## src/rtl/fpga_echo_pkg.sv

```systemverilog
// ----------------------------------------------------------------------------
// fpga_echo_pkg
// Shared types and helpers for the UART echo bring-up top.
//   uart_state_e : state encoding used by both the RX and TX frame FSMs
//   DATA_BITS    : payload bits per UART frame (8N1)
//   calc_div     : clock cycles per UART bit for a given clock and baud rate
// ----------------------------------------------------------------------------
package fpga_echo_pkg;

    typedef enum logic [1:0] {
        IDLE  = 2'd0,
        START = 2'd1,
        DATA  = 2'd2,
        STOP  = 2'd3
    } uart_state_e;

    localparam int unsigned DATA_BITS = 8;

    // Integer cycles per bit; callers must pick rates giving a result >= 4.
    function automatic int unsigned calc_div(input int unsigned clk_hz,
                                             input int unsigned baud);
        return clk_hz / baud;
    endfunction

endpackage

```

## src/rtl/fpga_echo_uart_rx.sv

```systemverilog
// ----------------------------------------------------------------------------
// fpga_echo_uart_rx
// 8N1 UART receiver: two-flop synchroniser followed by the RX frame FSM.
// Parameters:
//   DIV          clock cycles per UART bit (>= 4)
// Ports:
//   clk_i        clock, rising edge
//   rst_ni       synchronous reset, active-low
//   rxd_i        raw serial input, idle high, asynchronous to clk_i
//   data_o       last received byte (valid while valid_o is high)
//   valid_o      one-cycle strobe: correctly framed byte on data_o
//   frame_err_o  one-cycle strobe: stop bit sampled low, byte discarded
// ----------------------------------------------------------------------------
module fpga_echo_uart_rx
    import fpga_echo_pkg::*;
#(
    parameter int unsigned DIV = 16
) (
    input  logic                 clk_i,
    input  logic                 rst_ni,
    input  logic                 rxd_i,
    output logic [DATA_BITS-1:0] data_o,
    output logic                 valid_o,
    output logic                 frame_err_o
);

    localparam int unsigned CW = $clog2(DIV);
    localparam int unsigned BW = $clog2(DATA_BITS);
    localparam logic [CW-1:0] HALF_CNT = CW'(DIV / 2 - 1);
    localparam logic [CW-1:0] LAST_CNT = CW'(DIV - 1);
    localparam logic [BW-1:0] LAST_BIT = BW'(DATA_BITS - 1);

    logic sync1_q, sync2_q, prev_q;

    uart_state_e          state_q, state_d;
    logic [CW-1:0]        cnt_q, cnt_d;
    logic [BW-1:0]        bit_q, bit_d;
    logic [DATA_BITS-1:0] shift_q, shift_d;
    logic                 valid_q, valid_d;
    logic                 err_q, err_d;
    // Set after a bad stop bit: hold in STOP until the line goes idle again,
    // so a stuck-low line cannot be mistaken for a new start bit.
    logic                 err_wait_q, err_wait_d;

    always_comb begin
        state_d    = state_q;
        cnt_d      = cnt_q;
        bit_d      = bit_q;
        shift_d    = shift_q;
        valid_d    = 1'b0;
        err_d      = 1'b0;
        err_wait_d = err_wait_q;
        case (state_q)
            IDLE: begin
                if (prev_q && !sync2_q) begin
                    state_d = START;
                    cnt_d   = '0;
                end
            end
            START: begin
                // Half-bit re-check rejects short glitches on the line.
                if (cnt_q == HALF_CNT) begin
                    cnt_d = '0;
                    bit_d = '0;
                    if (sync2_q) begin
                        state_d = IDLE;
                    end else begin
                        state_d = DATA;
                    end
                end else begin
                    cnt_d = cnt_q + 1'b1;
                end
            end
            DATA: begin
                if (cnt_q == LAST_CNT) begin
                    cnt_d   = '0;
                    shift_d = {sync2_q, shift_q[DATA_BITS-1:1]};
                    if (bit_q == LAST_BIT) begin
                        state_d = STOP;
                    end else begin
                        bit_d = bit_q + 1'b1;
                    end
                end else begin
                    cnt_d = cnt_q + 1'b1;
                end
            end
            STOP: begin
                if (err_wait_q) begin
                    if (sync2_q) begin
                        state_d    = IDLE;
                        err_wait_d = 1'b0;
                    end
                end else if (cnt_q == LAST_CNT) begin
                    cnt_d = '0;
                    if (sync2_q) begin
                        valid_d = 1'b1;
                        state_d = IDLE;
                    end else begin
                        err_d      = 1'b1;
                        err_wait_d = 1'b1;
                    end
                end else begin
                    cnt_d = cnt_q + 1'b1;
                end
            end
            default: state_d = IDLE;
        endcase
    end

    always_ff @(posedge clk_i) begin
        if (!rst_ni) begin
            sync1_q    <= 1'b1;
            sync2_q    <= 1'b1;
            prev_q     <= 1'b1;
            state_q    <= IDLE;
            cnt_q      <= '0;
            bit_q      <= '0;
            shift_q    <= '0;
            valid_q    <= 1'b0;
            err_q      <= 1'b0;
            err_wait_q <= 1'b0;
        end else begin
            sync1_q    <= rxd_i;
            sync2_q    <= sync1_q;
            prev_q     <= sync2_q;
            state_q    <= state_d;
            cnt_q      <= cnt_d;
            bit_q      <= bit_d;
            shift_q    <= shift_d;
            valid_q    <= valid_d;
            err_q      <= err_d;
            err_wait_q <= err_wait_d;
        end
    end

    assign data_o      = shift_q;
    assign valid_o     = valid_q;
    assign frame_err_o = err_q;

endmodule

```

## src/rtl/fpga_echo_top.sv

```systemverilog
// ----------------------------------------------------------------------------
// fpga_echo_top
// Chip-level bring-up top: UART echo console with LED status and idle
// tie-offs for the flash and SD pins. Single clock domain (clk_p).
// Build option: define HW_FLOW_CTRL_EN to gate TX start on cts and drive
// rts from the echo buffer state; otherwise cts is ignored and rts is 1
// whenever the internal reset is released.
// Parameters:
//   CLK_FREQ_HZ  input clock frequency
//   BAUD         UART bit rate (CLK_FREQ_HZ/BAUD must be an integer >= 4)
//   RST_STRETCH  cycles the internal reset is held after rst_top rises (>= 1)
// Ports:
//   clk_p     system clock, rising edge
//   rst_top   synchronous reset, active-low
//   rxd       UART receive, 8N1, idle high, asynchronous
//   txd       UART transmit, 8N1, idle high
//   cts       clear-to-send, 1 = TX permitted
//   rts       ready-to-receive, 1 = echo buffer can accept a byte
//   o_led     last correctly framed received byte
//   flash_ss  flash chip select, held deselected (1)
//   sd_reset  SD reset control, 1 while the internal reset is active
// ----------------------------------------------------------------------------
module fpga_echo_top
    import fpga_echo_pkg::*;
#(
    parameter int unsigned CLK_FREQ_HZ = 100_000_000,
    parameter int unsigned BAUD        = 115_200,
    parameter int unsigned RST_STRETCH = 16
) (
    input  logic       clk_p,
    input  logic       rst_top,
    input  logic       rxd,
    output logic       txd,
    input  logic       cts,
    output logic       rts,
    output logic [7:0] o_led,
    output logic       flash_ss,
    output logic       sd_reset
);

    localparam int unsigned DIV = calc_div(CLK_FREQ_HZ, BAUD);
    localparam int unsigned CW  = $clog2(DIV);
    localparam int unsigned BW  = $clog2(DATA_BITS);
    localparam int unsigned SW  = $clog2(RST_STRETCH + 1);
    localparam logic [CW-1:0] LAST_CNT = CW'(DIV - 1);
    localparam logic [BW-1:0] LAST_BIT = BW'(DATA_BITS - 1);

    // ------------------------------------------------------------------
    // Reset stretch. rst_any also covers the cycle rst_top is first seen
    // low so that frames abort on that very edge.
    // ------------------------------------------------------------------
    logic          int_rst_q;
    logic [SW-1:0] stretch_q;
    logic          rst_any;

    always_ff @(posedge clk_p) begin
        if (!rst_top) begin
            int_rst_q <= 1'b1;
            stretch_q <= '0;
        end else if (stretch_q == SW'(RST_STRETCH)) begin
            int_rst_q <= 1'b0;
        end else begin
            stretch_q <= stretch_q + 1'b1;
        end
    end

    assign rst_any = !rst_top || int_rst_q;

    // ------------------------------------------------------------------
    // Receiver
    // ------------------------------------------------------------------
    logic [DATA_BITS-1:0] rx_data;
    logic                 rx_valid;
    logic                 rx_frame_err;

    fpga_echo_uart_rx #(
        .DIV (DIV)
    ) u_rx (
        .clk_i       (clk_p),
        .rst_ni      (!rst_any),
        .rxd_i       (rxd),
        .data_o      (rx_data),
        .valid_o     (rx_valid),
        .frame_err_o (rx_frame_err)
    );

    // ------------------------------------------------------------------
    // Echo buffer, LED register and transmitter
    // ------------------------------------------------------------------
    uart_state_e          tx_state_q, tx_state_d;
    logic [CW-1:0]        tx_cnt_q, tx_cnt_d;
    logic [BW-1:0]        tx_bit_q, tx_bit_d;
    logic [DATA_BITS-1:0] tx_shift_q, tx_shift_d;
    logic                 txd_q, txd_d;
    logic [DATA_BITS-1:0] buf_q, buf_d;
    logic                 buf_full_q, buf_full_d;
    logic [7:0]           led_q, led_d;
    logic                 tx_permit;
    logic                 take;

`ifdef HW_FLOW_CTRL_EN
    assign tx_permit = cts;
`else
    assign tx_permit = 1'b1;
`endif

    assign take = (tx_state_q == IDLE) && buf_full_q && tx_permit;

    always_comb begin
        tx_state_d = tx_state_q;
        tx_cnt_d   = tx_cnt_q;
        tx_bit_d   = tx_bit_q;
        tx_shift_d = tx_shift_q;
        txd_d      = txd_q;
        case (tx_state_q)
            IDLE: begin
                if (take) begin
                    tx_state_d = START;
                    tx_cnt_d   = '0;
                    tx_shift_d = buf_q;
                    txd_d      = 1'b0;
                end
            end
            START: begin
                if (tx_cnt_q == LAST_CNT) begin
                    tx_state_d = DATA;
                    tx_cnt_d   = '0;
                    tx_bit_d   = '0;
                    txd_d      = tx_shift_q[0];
                end else begin
                    tx_cnt_d = tx_cnt_q + 1'b1;
                end
            end
            DATA: begin
                if (tx_cnt_q == LAST_CNT) begin
                    tx_cnt_d = '0;
                    if (tx_bit_q == LAST_BIT) begin
                        tx_state_d = STOP;
                        txd_d      = 1'b1;
                    end else begin
                        tx_bit_d   = tx_bit_q + 1'b1;
                        tx_shift_d = {1'b0, tx_shift_q[DATA_BITS-1:1]};
                        txd_d      = tx_shift_q[1];
                    end
                end else begin
                    tx_cnt_d = tx_cnt_q + 1'b1;
                end
            end
            STOP: begin
                if (tx_cnt_q == LAST_CNT) begin
                    tx_state_d = IDLE;
                    tx_cnt_d   = '0;
                end else begin
                    tx_cnt_d = tx_cnt_q + 1'b1;
                end
            end
            default: tx_state_d = IDLE;
        endcase
    end

    // A take and a load in the same cycle: the take empties the slot first,
    // so the new byte is accepted rather than counted as an overrun.
    always_comb begin
        buf_d      = buf_q;
        buf_full_d = buf_full_q;
        led_d      = led_q;
        if (take) begin
            buf_full_d = 1'b0;
        end
        if (rx_valid) begin
            led_d = rx_data;
            if (!buf_full_q || take) begin
                buf_d      = rx_data;
                buf_full_d = 1'b1;
            end
        end
    end

    always_ff @(posedge clk_p) begin
        if (rst_any) begin
            tx_state_q <= IDLE;
            tx_cnt_q   <= '0;
            tx_bit_q   <= '0;
            tx_shift_q <= '0;
            txd_q      <= 1'b1;
            buf_q      <= '0;
            buf_full_q <= 1'b0;
            led_q      <= '0;
        end else begin
            tx_state_q <= tx_state_d;
            tx_cnt_q   <= tx_cnt_d;
            tx_bit_q   <= tx_bit_d;
            tx_shift_q <= tx_shift_d;
            txd_q      <= txd_d;
            buf_q      <= buf_d;
            buf_full_q <= buf_full_d;
            led_q      <= led_d;
        end
    end

    // ------------------------------------------------------------------
    // Outputs
    // ------------------------------------------------------------------
`ifdef HW_FLOW_CTRL_EN
    assign rts = !int_rst_q && !buf_full_q;
`else
    assign rts = !int_rst_q;
`endif

    assign txd      = txd_q;
    assign o_led    = led_q;
    assign flash_ss = 1'b1;
    assign sd_reset = int_rst_q;

    // Framing errors need no action here (the byte is simply not echoed),
    // and cts is only consumed when flow control is built in.
    logic unused_ok;
    assign unused_ok = ^{rx_frame_err, cts};

endmodule

```

## config.mk

```make
export PLATFORM = sky130hd
export DESIGN_NAME = fpga_echo_top
export DESIGN_NICKNAME = d
export VERILOG_FILES = /design/src/rtl/fpga_echo_pkg.sv /design/src/rtl/fpga_echo_uart_rx.sv /design/src/rtl/fpga_echo_top.sv
export SDC_FILE = /design/constraint.sdc
export NUM_CORES = 1
export LEC_CHECK = 0
export ABC_AREA = 1
export BUFFER_PORTS_ARGS = -buffer_cell sky130_fd_sc_hd__buf_2
export CAP_MARGIN = 15
export CORE_MARGIN = 5
export CORE_UTILIZATION = 54
export DETAILED_ROUTE_END_ITERATION = 7
export HOLD_SLACK_MARGIN = 0.02
export PLACE_DENSITY_LB_ADDON = 0.15
export SYNTH_ARGS = -nofsm -noshare
export SYNTH_HDL_FRONTEND = slang
export SYNTH_HIERARCHICAL = 1
export SYNTH_SLANG_ARGS = --single-unit
```

## constraint.sdc

```tcl
create_clock -name clk_p -period 3.6 [get_ports clk_p]
set_input_delay 0.72 -clock clk_p [delete_from_list [all_inputs] [get_ports clk_p]]
set_output_delay 0.72 -clock clk_p [all_outputs]
set_load 0.02 [all_outputs]
```

==> flow_summary.toml <==
[placed_design]
post-dp-hpwl_microns = 5130
port-buffer-count = 13
gp_congestion = 0.8147
postPlaceCellArea_sq_um = 3929

[sta]
hold_viol_final = 0
finalCritPeriodShare = 0.5136
max_freq_mhz = 540.9
setup_violations = 0
layout_min_cycle_time_ns = 1.849
tightest_slew_ns = 0.5274
clock-skew-final_ns = 0.009673
fin_setup_tns_ns = 0
rsz0062_at_grt = "no"
drv_slew = 0
relSlewSlack = 0.6480

[worst_setup_path]
cp.arrival_ns = 2.13
cp_data_required_time_ns = 3.88
startpoint_type = "register"
worstRegToRegCells = 11
crit_path_end_kind = "register"
cp_cell_sequence = "inv_1 > ha_1 > inv_2 > nor2_4 > inv_1 > nand2_1 > inv_1 > nand3_2 > nand2_1 > nand2_1 > nor2_1"
worstSetupPathType = "reg -> reg"
critPathSlowestCell = "inv_1"
crit_family = "buffers and inverters"
critPathBufInv = 4
cp_num_cells = 11
cp_max_fo = 16
slowest_delay_ns = 0.40

[detailed_routing]
drtIter0Drc = 129
highest_layer = "met4"
drc = 0
wl_met2_microns = 3420
wl_met1_microns = 3357
met3_length_microns = 91
dr.pass1.iters = 4
wl_per_cell_microns = 11.09
drtAntennaViolNets = 0
wl_microns = 6977
vias = 3078
vias_per_cell = 4.893

[clocking]
holdBufCountCts = 0
cts_setup_buffers = 0
cts_max_path_buffers = 2
clock-root-buffer = "clkbuf_8"
cts_buffers = 9
insertion_delay_ns = 0.35
clk_pin_slew_ns = 0.08
htreeDepth = 3
clock-sinks = 75
cts_tree = "built"
cts_resized = 0

[finish]
drive_above_1_share = 0.1670
multiInputGateArea_sq_um = 1942
antenna-diode-count = 0
final_common_cell = "nand2_1"
seqCellArea_sq_um = 1501
area_growth_pct = 9.425
utilization = 0.6094
design_area_sq_um = 4140
fin_nets = 547
final_cell_mix = "nand2_1, dfxtp_1, nor2_1"
fillers = 627

[die]
fp.dieH_microns = 93.71
start_util = 0.5569
core_sq_um = 6794
rows = 30
die_x_microns = 93.71
dieArea_sq_um = 8781
top_level_ports = 16

[logic_synthesis]
syn_nets = 531
ys_warn_count = 6
avgSynthCellArea_sq_um = 7.390
synth_cells = 512
netlist_area_sq_um = 3784

[grt]
antenna_found_initial = 0
grt_pass1_wl_microns = 12520
grt.total_usage = 0.1760
first_global_vias = 2993
overflow = 0
grt_max_degree = 28

[min_path]
hold_path_class = "reg -> reg"
worstHoldPathCells = 1

[power]
power-per-cell-area_nw_per_um2 = 367.2
p_leak_nw = 1.582
peakVddDrop_mv = 0.2025

[outcome]
outcome = "finished clean"

[job]
drv_cap = 0
[per-layer routing]
metal | vias up | GRT usage
met5 | - | 0
met4 | 0 | 0.08785
met3 | 9 | 0.02885
met2 | 18 | 0.3010
met1 | 1395 | 0.2126
li1 | 1656 | -
[state kept, by name, summed over array words and instances, names as in the netlist, named ones only]
signal           cells
tx_cnt_q            10
txd                  1
u_rx/err_wait_q      1
tx_shift_q           8
u_rx/data_o          8
u_rx/prev_q          1
stretch_q            5
sd_reset             1
u_rx/valid_o         1
u_rx/sync1_q         1
u_rx/bit_q           3
u_rx/state_q         1
tx_bit_q             3
u_rx/sync2_q         1
tx_state_q           2
o_led                8
buf_q                8
u_rx/cnt_q          10
buf_full_q           1
[worst paths after layout]
kind                       from             to  slack, ns
setup / recovery  tx_state_q[0]  tx_state_q[1]       1.75
hold reg to reg    u_rx/sync1_q   u_rx/sync2_q       0.43
hold / removal     u_rx/sync1_q   u_rx/sync2_q       0.43
setup reg to reg  tx_state_q[0]  tx_state_q[1]       1.75
[final cells by class]
cell class                 instances  share of cell area
clock buffer                      11             0.03657
sequential                        75              0.3626
timing repair buffer              15             0.01934
multi-input combinational        351              0.4690
clock inverter                     5             0.01451
inverter                          76             0.06890
tap                               96             0.02901
[power by group]
group / leakage, nW / internal [mW] / switching [mW]
Sequential: 0.605 / 0.831 / 0.00238
Clock: 0.106 / 0.360 / 0.315
Combinational: 0.871 / 0.00451 / 0.00699
[per-stage QoR]
step	power [mW]	setup slack, ns	hold WS [ns]	instances
detailed placement	0.8650	1.405	0.4173	613
CTS	1.545	1.730	0.4349	629
finish	1.520	1.751	0.4277	629
global route	1.578	1.541	0.4511	629
global placement	0.8643	1.426	0.4002	613
floorplan	0.8623	1.912	0.3925	512
Power figures use the tool's default switching activity.
